[config.mk]
export PLATFORM = sky130hd
export DESIGN_NAME = seq_divider
export DESIGN_NICKNAME = d
export VERILOG_FILES = /design/src/rtl/calc_pkg.sv /design/src/rtl/div_step.sv /design/src/rtl/seq_divider.sv
export SDC_FILE = /design/constraint.sdc
export NUM_CORES = 1
export LEC_CHECK = 0
export ABC_AREA = 1
export BUFFER_PORTS_ARGS = -buffer_cell sky130_fd_sc_hd__clkbuf_2
export CAP_MARGIN = 20
export CORE_MARGIN = 2
export CORE_UTILIZATION = 55
export DETAILED_ROUTE_END_ITERATION = 6
export GPL_ROUTABILITY_DRIVEN = 0
export MAX_ROUTING_LAYER = met4
export PLACE_DENSITY = 0.86
export SLEW_MARGIN = 20
export SYNTH_ARGS = -nofsm -noshare
export SYNTH_HDL_FRONTEND = slang
export SYNTH_SLANG_ARGS = --single-unit
[constraint.sdc]
create_clock -name clk -period 2.45 [get_ports clk]
set_input_delay 0.245 -clock clk [delete_from_list [all_inputs] [get_ports clk]]
set_output_delay 0.245 -clock clk [all_outputs]
set_load 0.05 [all_outputs]
[src/rtl/calc_pkg.sv]
// Shared definitions for the calculator arithmetic unit: divider FSM states,
// default operand width and the divider step-counter width.
package calc_pkg;

    localparam int CALC_N     = 8;
    localparam int CALC_CNT_W = $clog2(CALC_N + 1);

    typedef enum logic [1:0] {
        IDLE = 2'd0,
        ITER = 2'd1,
        FIX  = 2'd2
    } div_state_e;

    // Counter must hold the value n itself, not just n-1.
    function automatic int cnt_width(input int n);
        return $clog2(n + 1);
    endfunction

endpackage

[src/rtl/div_step.sv]
// One restoring-division iteration: trial-subtract the divisor magnitude from
// the shifted partial remainder and keep the result only if it is non-negative.
module div_step
    import calc_pkg::*;
#(
    parameter int N = CALC_N
) (
    input  logic [N:0]   shifted_rem,
    input  logic [N-1:0] divisor_mag,
    output logic [N-1:0] next_rem,
    output logic         q_bit
);

    logic [N:0] trial;

    assign trial    = shifted_rem - {1'b0, divisor_mag};
    assign q_bit    = ~trial[N];
    // The kept remainder is always below the divisor, so N bits suffice.
    assign next_rem = q_bit ? trial[N-1:0] : shifted_rem[N-1:0];

endmodule

[src/rtl/seq_divider.sv]
// Sequential signed restoring divider with start/busy/done handshake.
// Build option: define DIV_SAT_EN to saturate the quotient on -2^(N-1) / -1.
module seq_divider
    import calc_pkg::*;
#(
    parameter int N = CALC_N
) (
    input  logic         clk,
    input  logic         reset,
    input  logic         start,
    input  logic [N-1:0] Dividend,
    input  logic [N-1:0] Divisor,
    output logic         busy,
    output logic         done,
    output logic [N-1:0] Quotient,
    output logic [N-1:0] Remainder,
    output logic         DivZero,
    output logic         OVR
);

    localparam int CW = cnt_width(N);

    div_state_e   state;
    logic         sign_a;
    logic         sign_b;
    logic [N-1:0] mag_a;     // dividend magnitude, shifts out as quotient bits shift in
    logic [N-1:0] mag_b;
    logic [N-1:0] rem;
    logic [CW-1:0] cnt;
    logic         dz_pend;

    logic [N-1:0] step_rem;
    logic         step_q;
    logic [N-1:0] fix_q;
    logic [N-1:0] fix_r;
    logic         fix_ovr;
    logic [N-1:0] wrap_q;

    function automatic logic [N-1:0] abs_mag(input logic [N-1:0] v);
        return v[N-1] ? (~v + N'(1)) : v;
    endfunction

    div_step #(.N(N)) u_step (
        .shifted_rem ({rem, mag_a[N-1]}),
        .divisor_mag (mag_b),
        .next_rem    (step_rem),
        .q_bit       (step_q)
    );

    // Overflow is the only way a same-sign quotient magnitude reaches 2^(N-1).
    always_comb begin
        // NOTE: every combinational output gets a default first so no latch is inferred.
        fix_q   = '0;
        fix_r   = '0;
        fix_ovr = 1'b0;
        wrap_q  = (sign_a ^ sign_b) ? -mag_a : mag_a;
        if (dz_pend) begin
            fix_r = sign_a ? -mag_a : mag_a;
        end else begin
            fix_ovr = (sign_a == sign_b) && mag_a[N-1];
`ifdef DIV_SAT_EN
            fix_q   = fix_ovr ? {1'b0, {(N-1){1'b1}}} : wrap_q;
`else
            fix_q   = wrap_q;
`endif
            fix_r   = sign_a ? -rem : rem;
        end
    end

    // NOTE: state is updated with non-blocking assignments so every register samples pre-edge values.
    always_ff @(posedge clk) begin
        if (reset) begin
            state     <= IDLE;
            busy      <= 1'b0;
            done      <= 1'b0;
            Quotient  <= '0;
            Remainder <= '0;
            DivZero   <= 1'b0;
            OVR       <= 1'b0;
            sign_a    <= 1'b0;
            sign_b    <= 1'b0;
            mag_a     <= '0;
            mag_b     <= '0;
            rem       <= '0;
            cnt       <= '0;
            dz_pend   <= 1'b0;
        end else begin
            done <= 1'b0;
            case (state)
                IDLE: begin
                    if (start) begin
                        sign_a <= Dividend[N-1];
                        sign_b <= Divisor[N-1];
                        mag_a  <= abs_mag(Dividend);
                        mag_b  <= abs_mag(Divisor);
                        rem    <= '0;
                        busy   <= 1'b1;
                        // A zero divisor waits one FIX cycle so done lands 2 clocks after accept.
                        if (Divisor == '0) begin
                            dz_pend <= 1'b1;
                            cnt     <= CW'(1);
                            state   <= FIX;
                        end else begin
                            dz_pend <= 1'b0;
                            cnt     <= CW'(N);
                            state   <= ITER;
                        end
                    end
                end
                ITER: begin
                    rem   <= step_rem;
                    mag_a <= {mag_a[N-2:0], step_q};
                    cnt   <= cnt - CW'(1);
                    if (cnt == CW'(1)) state <= FIX;
                end
                FIX: begin
                    if (cnt != '0) begin
                        cnt <= cnt - CW'(1);
                    end else begin
                        Quotient  <= fix_q;
                        Remainder <= fix_r;
                        DivZero   <= dz_pend;
                        OVR       <= fix_ovr;
                        done      <= 1'b1;
                        busy      <= 1'b0;
                        state     <= IDLE;
                    end
                end
                default: state <= IDLE;
            endcase
        end
    end

endmodule

# Word-level counts from Yosys, hierarchy flattened
# Cells that the tools add are included.
# word_totals
regBits	53
latch_bits	0
mem_bits_rw	0
mem_bits_ro	0
inputBits	19
wordCells	75
n_memories	0
# classes
n_addsub	6
multipliers	0
div	0
order_cmp	0
n_eq_ne	8
n_shift	0
muxes	27
bitwise	6
n_reduce_logical	14
# op_table
operator	n
$mux W8	10
$pmux W8 S2	2
$add A8 B1 Y8 const B	2
$neg A8 Y8	2
$not A8 Y8	2
$mux W4	3
$pmux W4 S3	1
$reduce_and A3 Y1	3
$sub A9 B8 Y9	1
$logic_not A8 Y1	1
$mux W2	4
$ne A2 B2 Y1 const B	4
$pmux W2 S3	1
$reduce_and A2 Y1	3
$mux W1	5
$eq A4 B1 Y1 const B	1
$reduce_bool A2 Y1	2
$reduce_bool A4 Y1	1
$sub A4 B1 Y4 const B	1
$not A1 Y1	3
$reduce_bool A3 Y1	1
$eq A2 B1 Y1 const B	1
$eq A2 B2 Y1 const B	1
$logic_not A2 Y1	1
5 further kinds	5

# Logic depth before layout (Yosys ltp)
# Gate-level depths: netlist (run 1).
# logic_depth
depth_word	5
ltp_mapped	13
ltp_nobuf	13

# Cells and area by module
# Synthesis (run 1) repeated with hierarchy kept, for this count alone.
# hier_totals
hier_cells	533
hier_area_um2	3527.1
# modules_own_cells
mod	instances	cells_per_inst	area_per_inst_um2	seq_area_each_um2
seq_divider	1	428	2936.6	1061.0
div_step	1	105	590.6	0.0

# Worst setup path before layout (run 1)
# No wires, ideal clock.
# synth_timing
path_kind	register -> register
start	reg mag_a[7]
end	reg rem[7]
arrival_ns	1.763
path_slack_ns	0.555
stages_incl_launch_ff	14
period_less_slack_ns	1.895
cell_sequence	dfxtp_1 inv_1 ha_1 fa_1 inv_1 nand2_1 nand2_1 nand3_2 nand2_1 nand2_4 nand2_2 nand2_1 nand3_1 a21oi_1
# synth_via
elab_chain_cells	3
# synth_lines
element	line_no	source
from (decl)	seq_divider.sv:26	logic [N-1:0] mag_a;
from (signal assigned)	seq_divider.sv:94	mag_a <= abs_mag(Dividend);
from (signal assigned)	seq_divider.sv:112	mag_a <= {mag_a[N-2:0], step_q};
$sub A9 B8 Y9	div_step.sv:16	assign trial = shifted_rem - {1'b0, divisor_mag};
$mux W8	div_step.sv:19	assign next_rem = q_bit ? trial[N-1:0] : shifted_rem[N-1:0];
$pmux W8 S2	seq_divider.sv:89	case (state)
to (signal assigned)	seq_divider.sv:111	rem <= step_rem;
to (decl)	seq_divider.sv:28	logic [N-1:0] rem;
# No other way between the ends.
# A chain may end at the register's enable or synchronous reset.

# Final worst setup path (run 1)
# layout_timing
start	reg mag_a[7]
end	reg rem[6]
# The elaborated chain is that of the path after synthesis.

==> metrics.md, run 1 <==
| Metric | Value |
|---|---|
| DR iter-0 viols | approximately 210 |
| Commonest cells in the synthesized netlist | nand2_1, inv_1, a21oi_1 |
| Fin nets | 585 |
| Placed insts | 615 |
| Simple-gate share of the synthesized area | 0.292 |
| Fin cells | 623 |
| Fill cell count | between 500 and 600 |
| Worst-path clk slew | 0.10 ns |
| Leakage dissipation | 1.76 nW |
| Max Freq | 459 MHz |
| Async set-reset flop share out of synthesis | 0 |
| Min cycle time layout | 2.18 ns |
| Critical path class | reg -> reg |
| Most frequent cell on the critical path | nand2_1 |
| RR Endpoint | rem[6] |
| Resized Gates After CTS | 0 |
| Post-DP Area | between 3000 and 4000 µm² |
| Largest family of logic cells by synthesized area | simple AND/OR/NAND/NOR gates |
| RSZ-0062 raised after global routing | false |
| Post-DR wirelength/cell | 13.0 µm |
| Clk_skew | ~0.0057 ns |
| Routed vias | 3391 |
| Synth area leaders | dfxtp_1, nand2_1, a21oi_1 |
| Num ports | 39 |
| Cell variety after synth | 34 |
| Hold-fix buffers, CTS | 0 |
| HP Start | Divisor[0] |
| Post-Synth XOR/XNOR Area | 0.0485 |
| Crit end category | flop |
| Post-DRT Antenna Nets | 0 |
| Synth top area share | 0.309 |
| Gate count after technology mapping | 515 |
| Final slew viol count | 0 |
| Max_cap viols | 0 |
| Fin worst setup slack | 0.273 ns |
| Vias in the first global route | 3169 |
| Reg2Reg Depth | 13 |
| PD cells | 1340 nW/µm² |
| Diode count | 0 |
| CP Cell Sequence | inv_1, ha_1, fa_1, inv_1, nand2_1, nand2_1, nand3_2, nand2_1, nand2_4, nand2_2, nand2_1, nand3_1, a21oi_1 |
| Slew at the pin with the worst max-slew slack | 0.599 ns |
| Worst path max stage delay | approximately 0.40 ns |
| H-tree levels | 2 |
| Hold path cells | 3 |
| Seq/Total Area, Yosys | 0.309 |
| Synth Register Bits | 53 |
| DR DRC count | 0 |
| Largest net degree at the start of global routing | 23 |
| Final Setup Violations | 0 |
| Worst endpoint required time | ~2.6 ns |
| CTS sink count | 53 |
| Mapped Area | 3430 µm² |
| Later-pin clock latency in the skew report | 0.31 ns |
| Horiz. Die Dim | 83.0 µm |
| All-layer global routing usage | 0.247 |
| Yosys top cell by area | dfxtp_1 |
| Layout cell share with drive strength beyond 1 | 0.120 |
| CP Max Fanout | 9 |
| Relative slew slack | 0.600 |
| Hold Crit Class | in -> reg |
| Final setup TNS | 0 ns |
| Mux cell area share after synthesis | 0 |
| Tcrit/Tclk final | 0.889 |
| Startpoint types | flop |
| PortBufs | 38 |
| Clock root buffer master | clkbuf_8 |
| Core ar. | 5990 µm² |
| Reg2Reg Setup Slack | 0.27 ns |
| Initial antenna violation count | 0 |
| Dpl ws | 0.335 ns |
| Detailed placement HPWL | 6180 µm |
| Final hold violations | 0 |
| Worst R2R Start | mag_a[7] |
| Global-route wire length before repair | roughly 14000 µm |
| Syn nets | 553 |
| CTS tree | yes |
| Post-synth EDFFs | 0 |
| Tot Pwr | 5.09 mW |
| Fin area | 3790 µm² |
| Vias per inst | 5.44 |
| FP Rows | 28 |
| Worst Path Arrival | 2.36 ns |
| Die area | around 6900 µm² |
| Top_reg_cell synth | dfxtp_1 |
| Die span in y | approximately 83 µm |
| Initial core utilization | 0.572 |
| Grt ovf | 0 |
| Count leader, synth | nand2_1 |
| VDD IR max | 759 µV |
| Area delta synth->final | 10.5% |
| Post-synthesis adder-cell area fraction | 0.0715 |
| Syn_area_per_cell | ~6.7 µm² |
| Synth warn | 0 |
| Status | completed |
| Drt first pass iters | 4 |
| Post-Route WL | 8100 µm |
| Compound-Gate Fraction of Synth Area | 0.180 |
| Setup Fix Bufs, Post-CTS | 0 |
| Maximum clock path buffer count | 2 |
| TritonCTS buffer count | 5 |
| Slowest cell on crit path | fa_1 |
| Hold EP | mag_b[0] |
power by group:
part	total (mW)	internal, mW	switching [mW]	leakage [nW]
registers	1.32	1.08	0.234	0.433
logic	3.07	1.03	2.04	1.26
clock network	0.706	0.406	0.300	0.0681
total	5.09	2.52	2.58	1.76
layout by cell type, fill, tap and decap left out, types with 2 or more instances in the layout:
master       n
nand2_1    127
inv_1       66
a21oi_1     61
dfxtp_1     53
nand3_1     39
clkbuf_2    38
nor2_1      33
o21ai_0     33
ha_1        18
xor2_1      15
o211ai_1     8
o21ai_1      5
nor3_1       5
clkbuf_8     5
xnor2_1      4
nand2_4      3
inv_2        3
nand4_1      3
nand3_2      3
nand3b_1     3
nor2_4       2
nand2_2      2
nor4_1       2
o31ai_1      2
a31oi_1      2
bufinv_16    2
buf_4        2
cell type report:
| class | count | area, µm² | area share |
|---|---|---|---|
| Sequential cell | 53 | 1060 | 0.280 |
| Timing Repair Buffer | 40 | 205 | 0.0541 |
| Inverter | 70 | 265 | 0.0700 |
| Clock buffer | 5 | 68.8 | 0.0182 |
| Multi-Input combinational cell | 377 | 2030 | 0.536 |
| Tap cell | 75 | 93.8 | 0.0248 |
| Clock inverter | 3 | 65.1 | 0.0172 |
how the worst max path moves through the flow:
stage	slack, ns	depth (start not counted)	endpoint	startpoint
after floorplan	0.55	13	rem[7]	mag_a[7]
after global placement	0.44	13	rem[6]	mag_a[7]
after detailed placement	0.34	13	rem[6]	mag_a[7]
after CTS	0.29	13	rem[6]	mag_a[7]
after global routing	0.15	13	rem[6]	mag_a[7]
final	0.27	13	rem[6]	mag_a[7]
critical path, delay by kind of cell, from the launching register on:
kind	cells	cell delay, ns
AND/OR/NAND/NOR	8	0.80
buffers and inverters	2	0.19
flip-flops	1	0.35
AO/OA/AOI/OAI	1	0.06
adder cells (fa/ha/maj)	2	0.65
state kept, by name (all words and copies together) (netlist names), 2 cells and up:
signal / flops
Quotient: 8
Remainder: 8
mag_a: 8
mag_b: 8
rem: 8
cnt: 4
state: 2
routing by layer:
layer | wire (µm) | track usage | vias up
li1 | - | - | 1750
met1 | 3720 | 0.319 | 1532
met2 | 3840 | 0.407 | 98
met3 | 453 | 0.0398 | 11
met4 | 83 | 0.0566 | 0
met5 | 0 | - | -
through the flow:
step | util | hold WS [ns]
3_3_place_gp | 0.610 | 0.453
4_1_cts | 0.633 | 0.196
5_1_grt | 0.633 | 0.214
2_1_floorplan | - | 0.320
3_5_place_dp | 0.610 | 0.456
6_report | 0.633 | 0.193
kinds of logic after synthesis:
family / after synthesis
xor gates and xnor gates: 19
DFF: 53
buffers and inverters: 85
and+or+nand+nor: 224
AOI/OAI and AO/OA: 115
adders and majority gates: 19
No activity file was read; power rests on OpenSTA's default activity.
==> inputs of run 2 (changes only) <==
--- a/config.mk
+++ b/config.mk
@@ -5,15 +5,14 @@
 export SDC_FILE = /design/constraint.sdc
 export NUM_CORES = 1
 export LEC_CHECK = 0
-export ABC_AREA = 1
 export BUFFER_PORTS_ARGS = -buffer_cell sky130_fd_sc_hd__clkbuf_2
 export CAP_MARGIN = 20
 export CORE_MARGIN = 2
-export CORE_UTILIZATION = 55
+export CORE_UTILIZATION = 24
 export DETAILED_ROUTE_END_ITERATION = 6
 export GPL_ROUTABILITY_DRIVEN = 0
 export MAX_ROUTING_LAYER = met4
-export PLACE_DENSITY = 0.86
+export PLACE_DENSITY = 0.5
 export SLEW_MARGIN = 20
 export SYNTH_ARGS = -nofsm -noshare
 export SYNTH_HDL_FRONTEND = slang
==> constraint.sdc (replaced) <==
create_clock -name clk -period 2.6 [get_ports clk]
set_input_delay 0.26 -clock clk [delete_from_list [all_inputs] [get_ports clk]]
set_output_delay 0.26 -clock clk [all_outputs]
set_load 0.05 [all_outputs]
==> run 2 against run 1 <==
  * Routed wire length shrank 1.4%
  * Sequential power shrank 7%
  * Area after synthesis shrank 3.5%
  * Critical path depth shrank 3
  * Synthesized cell count shrank 20%
  * Combinational power shrank 34%
  * Worst hold slack gained 0.074 ns
  * Non-clock buffer count grew 5
  * Die area grew 110%
  * Setup slack lost 0.040 ns
  * Clock skew is essentially flat
  * Clock power shrank 4.4%
==> metrics.md, run 2 <==
| Metric | Value |
|---|---|
| Status | completed |
| Vias in the first global route | 2671 (-16%) |
| Post-Synth XOR/XNOR Area | 0.0927 (+0.0441) |
| DR WL met2 | 3480 µm (-9.5%) |
| Worst path max stage delay | 0.40 ns (about the same) |
| Fin area | 3760 µm² (-0.73%) |
| Worst-path clk slew | 0.07 ns (-0.03 ns) |
| PD cells | 1050 nW/µm² (-22%) |
| Global-route wire length before repair | 13400 µm (-4.4%) |
| Seq/Total Area, Yosys | 0.321 (+0.0114) |
| Tcrit/Tclk final | 0.910 (+0.0217) |
| Synth top area share | 0.321 (+0.0114) |
| Leakage dissipation | 1.47 nW (-16%) |
| Gate count after technology mapping | 410 (-20%) |
| Async set-reset flop share out of synthesis | 0 (unchanged) |
| Syn_area_per_cell | 8.07 µm² (+21%) |
| Post-DP Area | 3620 µm² (-1.0%) |
| Initial core utilization | 0.248 (-0.325) |
| Max_cap viols | 0 (unchanged) |
| Core ar. | 13300 µm² (+120%) |
| Worst endpoint required time | 2.78 ns (+0.15 ns) |
| Hold Crit Class | in -> reg |
| Fill cell count | 1487 (+180%) |
| Vias per inst | 4.65 (-15%) |
| Post-synth EDFFs | 0 (unchanged) |
| Mux cell area share after synthesis | 0.0314 (+0.0314) |
| Clock root buffer master | clkbuf_16 |
| Startpoint types | flop |
| Worst Path Arrival | 2.55 ns (+0.19 ns) |
| Commonest non-fill, non-tap cell in the layout | nand2_1 |
| Final setup TNS | 0 ns (unchanged) |
| All-layer global routing usage | 0.116 (-0.130) |
| Largest family of logic cells by synthesized area | compound AO/OA/AOI/OAI gates |
| Most frequent cells in the layout | nand2_1, dfxtp_1, nor2_1 |
| Critical path's top delay family | adder cells |
| Grt ovf | 0 (unchanged) |
| CP Cell Sequence | inv_1, ha_1, fa_1, nand2b_1, a21oi_1, o21ai_0, xor2_1, buf_4, a32oi_1, o21ai_0 |
| Drt first pass iters | 4 (unchanged) |
| CTS tree | yes |
| Count leader, synth | nand2_1 |
| CP bufs+invs | 2 (unchanged) |
| Maximum clock path buffer count | 2 (unchanged) |
| Crit. path cell count | 10 (-3) |
| Slew at the pin with the worst max-slew slack | 0.718 ns (+0.119 ns) |
| Routed vias | 2869 (-15%) |
| Fin nets | 478 (-18%) |
| Hold-fix buffers, CTS | 0 (unchanged) |
| Final hold violations | 0 (unchanged) |
| Die span in y | 121 µm (+46%) |
| Syn nets | 448 (-19%) |
| Post-DR wirelength/cell | 12.9 µm (-0.42%) |
| Crit end category | flop |
| Final slew viol count | 0 (unchanged) |
| Post-Route WL | 7990 µm (-1.4%) |
| Min cycle time layout | 2.37 ns (+0.190 ns) |
| DR iter-0 viols | 112 (-47%) |
| Later-pin clock latency in the skew report | 0.30 ns (about the same) |
| Initial antenna violation count | 0 (unchanged) |
| Post-DRT Antenna Nets | 0 (unchanged) |
| Met3 wire len | 285 µm (-37%) |
| Reg2Reg Depth | 10 (-3) |
| Horiz. Die Dim | 121 µm (+46%) |
| Max Freq | 422 MHz (-8.0%) |
| CTS sink count | 53 (unchanged) |
| FP Rows | 42 (+50%) |
| Num ports | 39 (unchanged) |
| Synth warn | 0 (unchanged) |
| RSZ-0062 raised after global routing | false |
| Tot Pwr | 3.94 mW (-23%) |
| Cell variety after synth | 50 (+47%) |
| Slowest cell on crit path | dfxtp_1 |
| Largest net degree at the start of global routing | 42 (+83%) |
| Synth Register Bits | 53 (unchanged) |
| CP Max Fanout | 12 (+3) |
| Die area | 14700 µm² (+110%) |
| Post-synthesis adder-cell area fraction | 0.0741 (+0.00262) |
| Compound-Gate Fraction of Synth Area | 0.207 (+0.0270) |
| DR DRC count | 0 (unchanged) |
| Top_reg_cell synth | dfxtp_1 |
| Setup Fix Bufs, Post-CTS | 0 (unchanged) |
| DR top layer | met4 |
| Final Setup Violations | 0 (unchanged) |
| Synth area leaders | dfxtp_1, ha_1, nand2_1 |
| H-tree levels | 2 (unchanged) |
| Relative slew slack | 0.518 (-0.0821) |
| VDD IR max | 364 µV (-52%) |
| Most frequent cell on the critical path | o21ai_0 |
| Hold path cells | 2 (-1) |
| Resized Gates After CTS | 0 (unchanged) |
| Critical path class | reg -> reg |
| TritonCTS buffer count | 5 (unchanged) |
| Commonest cells in the synthesized netlist | nand2_1, dfxtp_1, nor2_1 |
| PortBufs | 38 (unchanged) |
| Layout cell share with drive strength beyond 1 | 0.138 (+0.0179) |
| Simple-gate share of the synthesized area | 0.200 (-0.0925) |
| Mapped Area | 3310 µm² (-3.5%) |
| Area delta synth->final | 13.7% |
| Diode count | 0 (unchanged) |
| Detailed placement HPWL | 6070 µm (-1.7%) |
| M1 WL | 4130 µm (+11%) |
| Yosys top cell by area | dfxtp_1 |
| Clk_skew | 0.00565 ns (-0.0000809 ns) |
run 2: power breakdown:
part | leakage, nW | internal [mW] | switching (mW)
registers | 0.432 | 0.990 | 0.238
logic | 0.979 | 0.825 | 1.21
clock network | 0.0631 | 0.358 | 0.316
total | 1.47 | 2.17 | 1.77
run 2: metrics by stage:
step | hold slack (ns) | std cells | worst slack [ns] | util
floorplan | 0.396 | 410 | 0.364 | -
global placement | 0.444 | 609 | 0.328 | 0.271
detailed placement | 0.448 | 609 | 0.256 | 0.271
CTS | 0.262 | 617 | 0.238 | 0.282
global route | 0.272 | 617 | 0.0300 | 0.282
finish | 0.266 | 617 | 0.233 | 0.282
run 2: layer usage:
metal	vias up	track usage
li1	1485	-
met1	1336	0.161
met2	39	0.172
met3	9	0.0249
met4	0	0.0309
met5	-	-
run 2: final cells by class:
class	count	area, µm²	area share
Clock buffer	6	129	0.0343
Clock inverter	2	15.0	0.00399
Inverter	25	93.8	0.0249
Multi-Input combinational cell	310	2000	0.532
Sequential cell	53	1060	0.282
Tap cell	176	220	0.0585
Timing Repair Buffer	45	243	0.0645
run 2: worst reg2reg max path, stage by stage, from the launching register on:
cell,delay [ns]
dfxtp_1,0.40
inv_1,0.11
ha_1,0.24
fa_1,0.40
nand2b_1,0.17
a21oi_1,0.17
o21ai_0,0.13
xor2_1,0.15
buf_4,0.19
a32oi_1,0.18
o21ai_0,0.11
run 2: worst paths after layout:
path / start / slack [ns] / end
min: reset / 0.27 / Remainder[7]
max reg2reg: mag_a[7] / 0.23 / rem[7]
max: mag_a[7] / 0.23 / rem[7]
min reg2reg: OVR / 0.46 / OVR
run 2: cells by family (layout without fill, tap and decap cells):
kind of cell | after synthesis | count (layout)
AOI/OAI and AO/OA | 104 | 104
xor gates and xnor gates | 35 | 35
adders and majority gates | 19 | 19
buffers and inverters | 47 | 78
DFF | 53 | 53
muxes | 9 | 9
and+or+nand+nor | 143 | 143
==> inputs of run 3 (changes only) <==
--- a/config.mk
+++ b/config.mk
@@ -13,6 +13,7 @@
 export GPL_ROUTABILITY_DRIVEN = 0
 export MAX_ROUTING_LAYER = met4
 export PLACE_DENSITY = 0.5
+export REMOVE_ABC_BUFFERS = 1
 export SLEW_MARGIN = 20
 export SYNTH_ARGS = -nofsm -noshare
 export SYNTH_HDL_FRONTEND = slang
==> run 3 against run 2 <==
  * Global-route usage about the same
  * Non-clock buffer count increased by 1
  * Clock skew decreased by 0.0023 ns
  * Core utilization increased by 0.40 points
  * Register-to-register slack about the same
  * Critical path depth unchanged
  * Worst hold slack improved by 0.036 ns
  * Die area unchanged
  * First-iteration DRC count increased by 13%
  * Setup slack improved by 0.0033 ns
  * Critical path type unchanged
  * Critical endpoint is now rem[4]
==> metrics.md, run 3 (synthesis results as in run 2) <==
| Metric | Value |
|---|---|
| Status | completed |
| Post-DRT Antenna Nets | 0 (unchanged) |
| Hold Crit Class | in -> reg |
| Most frequent cell on the critical path | o21ai_0 |
| Num ports | 39 (unchanged) |
| DR iter-0 viols | 126 (+13%) |
| Relative slew slack | 0.546 (+0.0281) |
| All-layer global routing usage | 0.116 (about the same) |
| Initial antenna violation count | 0 (unchanged) |
| Detailed placement HPWL | 6020 µm (-0.81%) |
| Critical path's top delay family | adder cells |
| Core ar. | 13300 µm² (unchanged) |
| H-tree levels | 2 (unchanged) |
| Slowest cell on crit path | dfxtp_1 |
| Later-pin clock latency in the skew report | 0.29 ns (about the same) |
| Hold path cells | 3 (+1) |
| Layout cell share with drive strength beyond 1 | 0.143 (+0.00421) |
| DR DRC count | 0 (unchanged) |
| Final slew viol count | 0 (unchanged) |
| Vias in the first global route | 2823 (+5.7%) |
| Startpoint types | flop |
| Initial core utilization | 0.248 (unchanged) |
| Crit. path cell count | 10 (unchanged) |
| Final hold violations | 0 (unchanged) |
| CTS sink count | 53 (unchanged) |
| HP Start | Divisor[0] |
| Maximum clock path buffer count | 2 (unchanged) |
| CP Max Fanout | 12 (unchanged) |
| CP bufs+invs | 2 (unchanged) |
| Hold-fix buffers, CTS | 0 (unchanged) |
| Hold_ws | 0.302 ns (+0.0362 ns) |
| Slew at the pin with the worst max-slew slack | 0.676 ns (-0.0418 ns) |
| PD cells | 1090 nW/µm² (+3.6%) |
| Horiz. Die Dim | 121 µm (unchanged) |
| Worst R2R Start | mag_a[7] |
| Largest net degree at the start of global routing | 32 (-24%) |
| Worst path max stage delay | 0.41 ns (about the same) |
| Min cycle time layout | 2.36 ns (-0.00326 ns) |
| Tcrit/Tclk final | 0.909 (-0.00125) |
| Worst Path Arrival | 2.54 ns (about the same) |
| Worst Setup EP | rem[4] |
| CP Cell Sequence | inv_1, ha_1, fa_1, nand2b_1, a21oi_1, o21ai_0, xor2_1, buf_4, mux2i_1, o21ai_0 |
| Reg2Reg Depth | 10 (unchanged) |
| Global-route wire length before repair | 13600 µm (+0.92%) |
| Worst setup startpoint | mag_a[7] |
| VDD IR max | 272 µV (-25%) |
| PortBufs | 38 (unchanged) |
| Worst-path clk slew | 0.07 ns (about the same) |
| RSZ-0062 raised after global routing | false |
| Drt first pass iters | 4 (unchanged) |
| CTS tree | yes |
| Vias per inst | 4.61 (-0.75%) |
| Crit end category | flop |
| FP Rows | 42 (unchanged) |
| Clk_skew | 0.00339 ns (-0.00227 ns) |
| Leakage dissipation | 1.51 nW (+2.5%) |
| Die span in y | 121 µm (unchanged) |
| TritonCTS buffer count | 5 (unchanged) |
| Post-DR wirelength/cell | 12.8 µm (-1.3%) |
| Final setup TNS | 0 ns (unchanged) |
| Max Freq | 423 MHz (+0.14%) |
| Routed vias | 2852 (-0.59%) |
| Reg2Reg Setup Slack | 0.24 ns (about the same) |
| RR Endpoint | rem[4] |
| Critical path class | reg -> reg |
| Most frequent cells in the layout | nand2_1, dfxtp_1, nor2_1 |
| Area delta synth->final | 15.4% |
| Diode count | 0 (unchanged) |
| Final Setup Violations | 0 (unchanged) |
| Commonest non-fill, non-tap cell in the layout | nand2_1 |
| Post-Route WL | 7900 µm (-1.1%) |
| Worst endpoint required time | 2.77 ns (about the same) |
| Fill cell count | 1477 (-0.67%) |
| Clock root buffer master | clkbuf_16 |
| Die area | 14700 µm² (unchanged) |
| Grt ovf | 0 (unchanged) |
| Max_cap viols | 0 (unchanged) |
| Fin nets | 479 (+0.21%) |
## run 3: changes by cell type in the layout (fill, tap and decap cells not counted)
cell | before | now
o311ai_0 | 2 | 1
buf_4 | 7 | 8
clkbuf_1 | 1 | 0
clkinv_2 | 0 | 1
o311ai_1 | 0 | 1
bufinv_16 | 0 | 2
clkinvlp_4 | 2 | 0
## run 3: worst min-delay path by stage
stage	to	slack, ns
floorplan	Remainder[7]	0.32
global placement	Remainder[5]	0.45
detailed placement	Quotient[7]	0.45
CTS	mag_b[0]	0.28
global route	mag_b[0]	0.30
finish	mag_b[0]	0.30
## run 3: worst register-to-register path: cells and delay by family (launching register included)
kind,cells,cell delay [ns]
multiplexers,1,0.20
adder cells (fa/ha/maj),2,0.63
AND/OR/NAND/NOR,1,0.18
XOR/XNOR,1,0.14
flip-flops,1,0.41
buffers and inverters,2,0.32
AO/OA/AOI/OAI,3,0.36
## run 3: cell type report
class / count / area, µm² / share of cell area
Clock buffer: 5 / 125 / 0.0328
Sequential cell: 53 / 1060 / 0.278
Multi-Input combinational cell: 310 / 2000 / 0.524
Clock inverter: 3 / 65.1 / 0.0170
Inverter: 25 / 93.8 / 0.0246
Tap cell: 176 / 220 / 0.0577
Timing Repair Buffer: 46 / 250 / 0.0656
## run 3: layer usage
layer	GRT usage	up-vias	share of wire	wire (µm)
li1	-	1491	-	-
met2	0.190	44	0.44	3490
met4	0.0237	0	0.0075	59
met1	0.151	1311	0.52	4100
met3	0.0221	6	0.032	252
met5	-	-	0	0
## run 3: power by group
group          total, mW  leakage, nW  switching [mW]  internal (mW)
Clock              0.858       0.0938           0.308          0.550
Combinational       2.05        0.985            1.22          0.837
Sequential          1.23        0.432           0.242          0.990
## run 3: what timing repair did
| item | CTS | global route |
|---|---|---|
| setup endpoints to repair | 0 | 1 |
| buffers inserted | 0 | 0 |
| resized for setup | 0 | 1 |
## run 3: per-stage QoR
step,util,worst slack (ns),power (mW),area (µm²),std cells
6_report,0.286,0.236,4.14,3820,618
5_1_grt,0.286,0.00787,4.50,3820,618
4_1_cts,0.286,0.214,4.17,3820,618
3_5_place_dp,0.272,0.228,3.30,3630,610
3_3_place_gp,0.272,0.308,3.27,3630,610
2_1_floorplan,-,0.121,2.74,3160,388
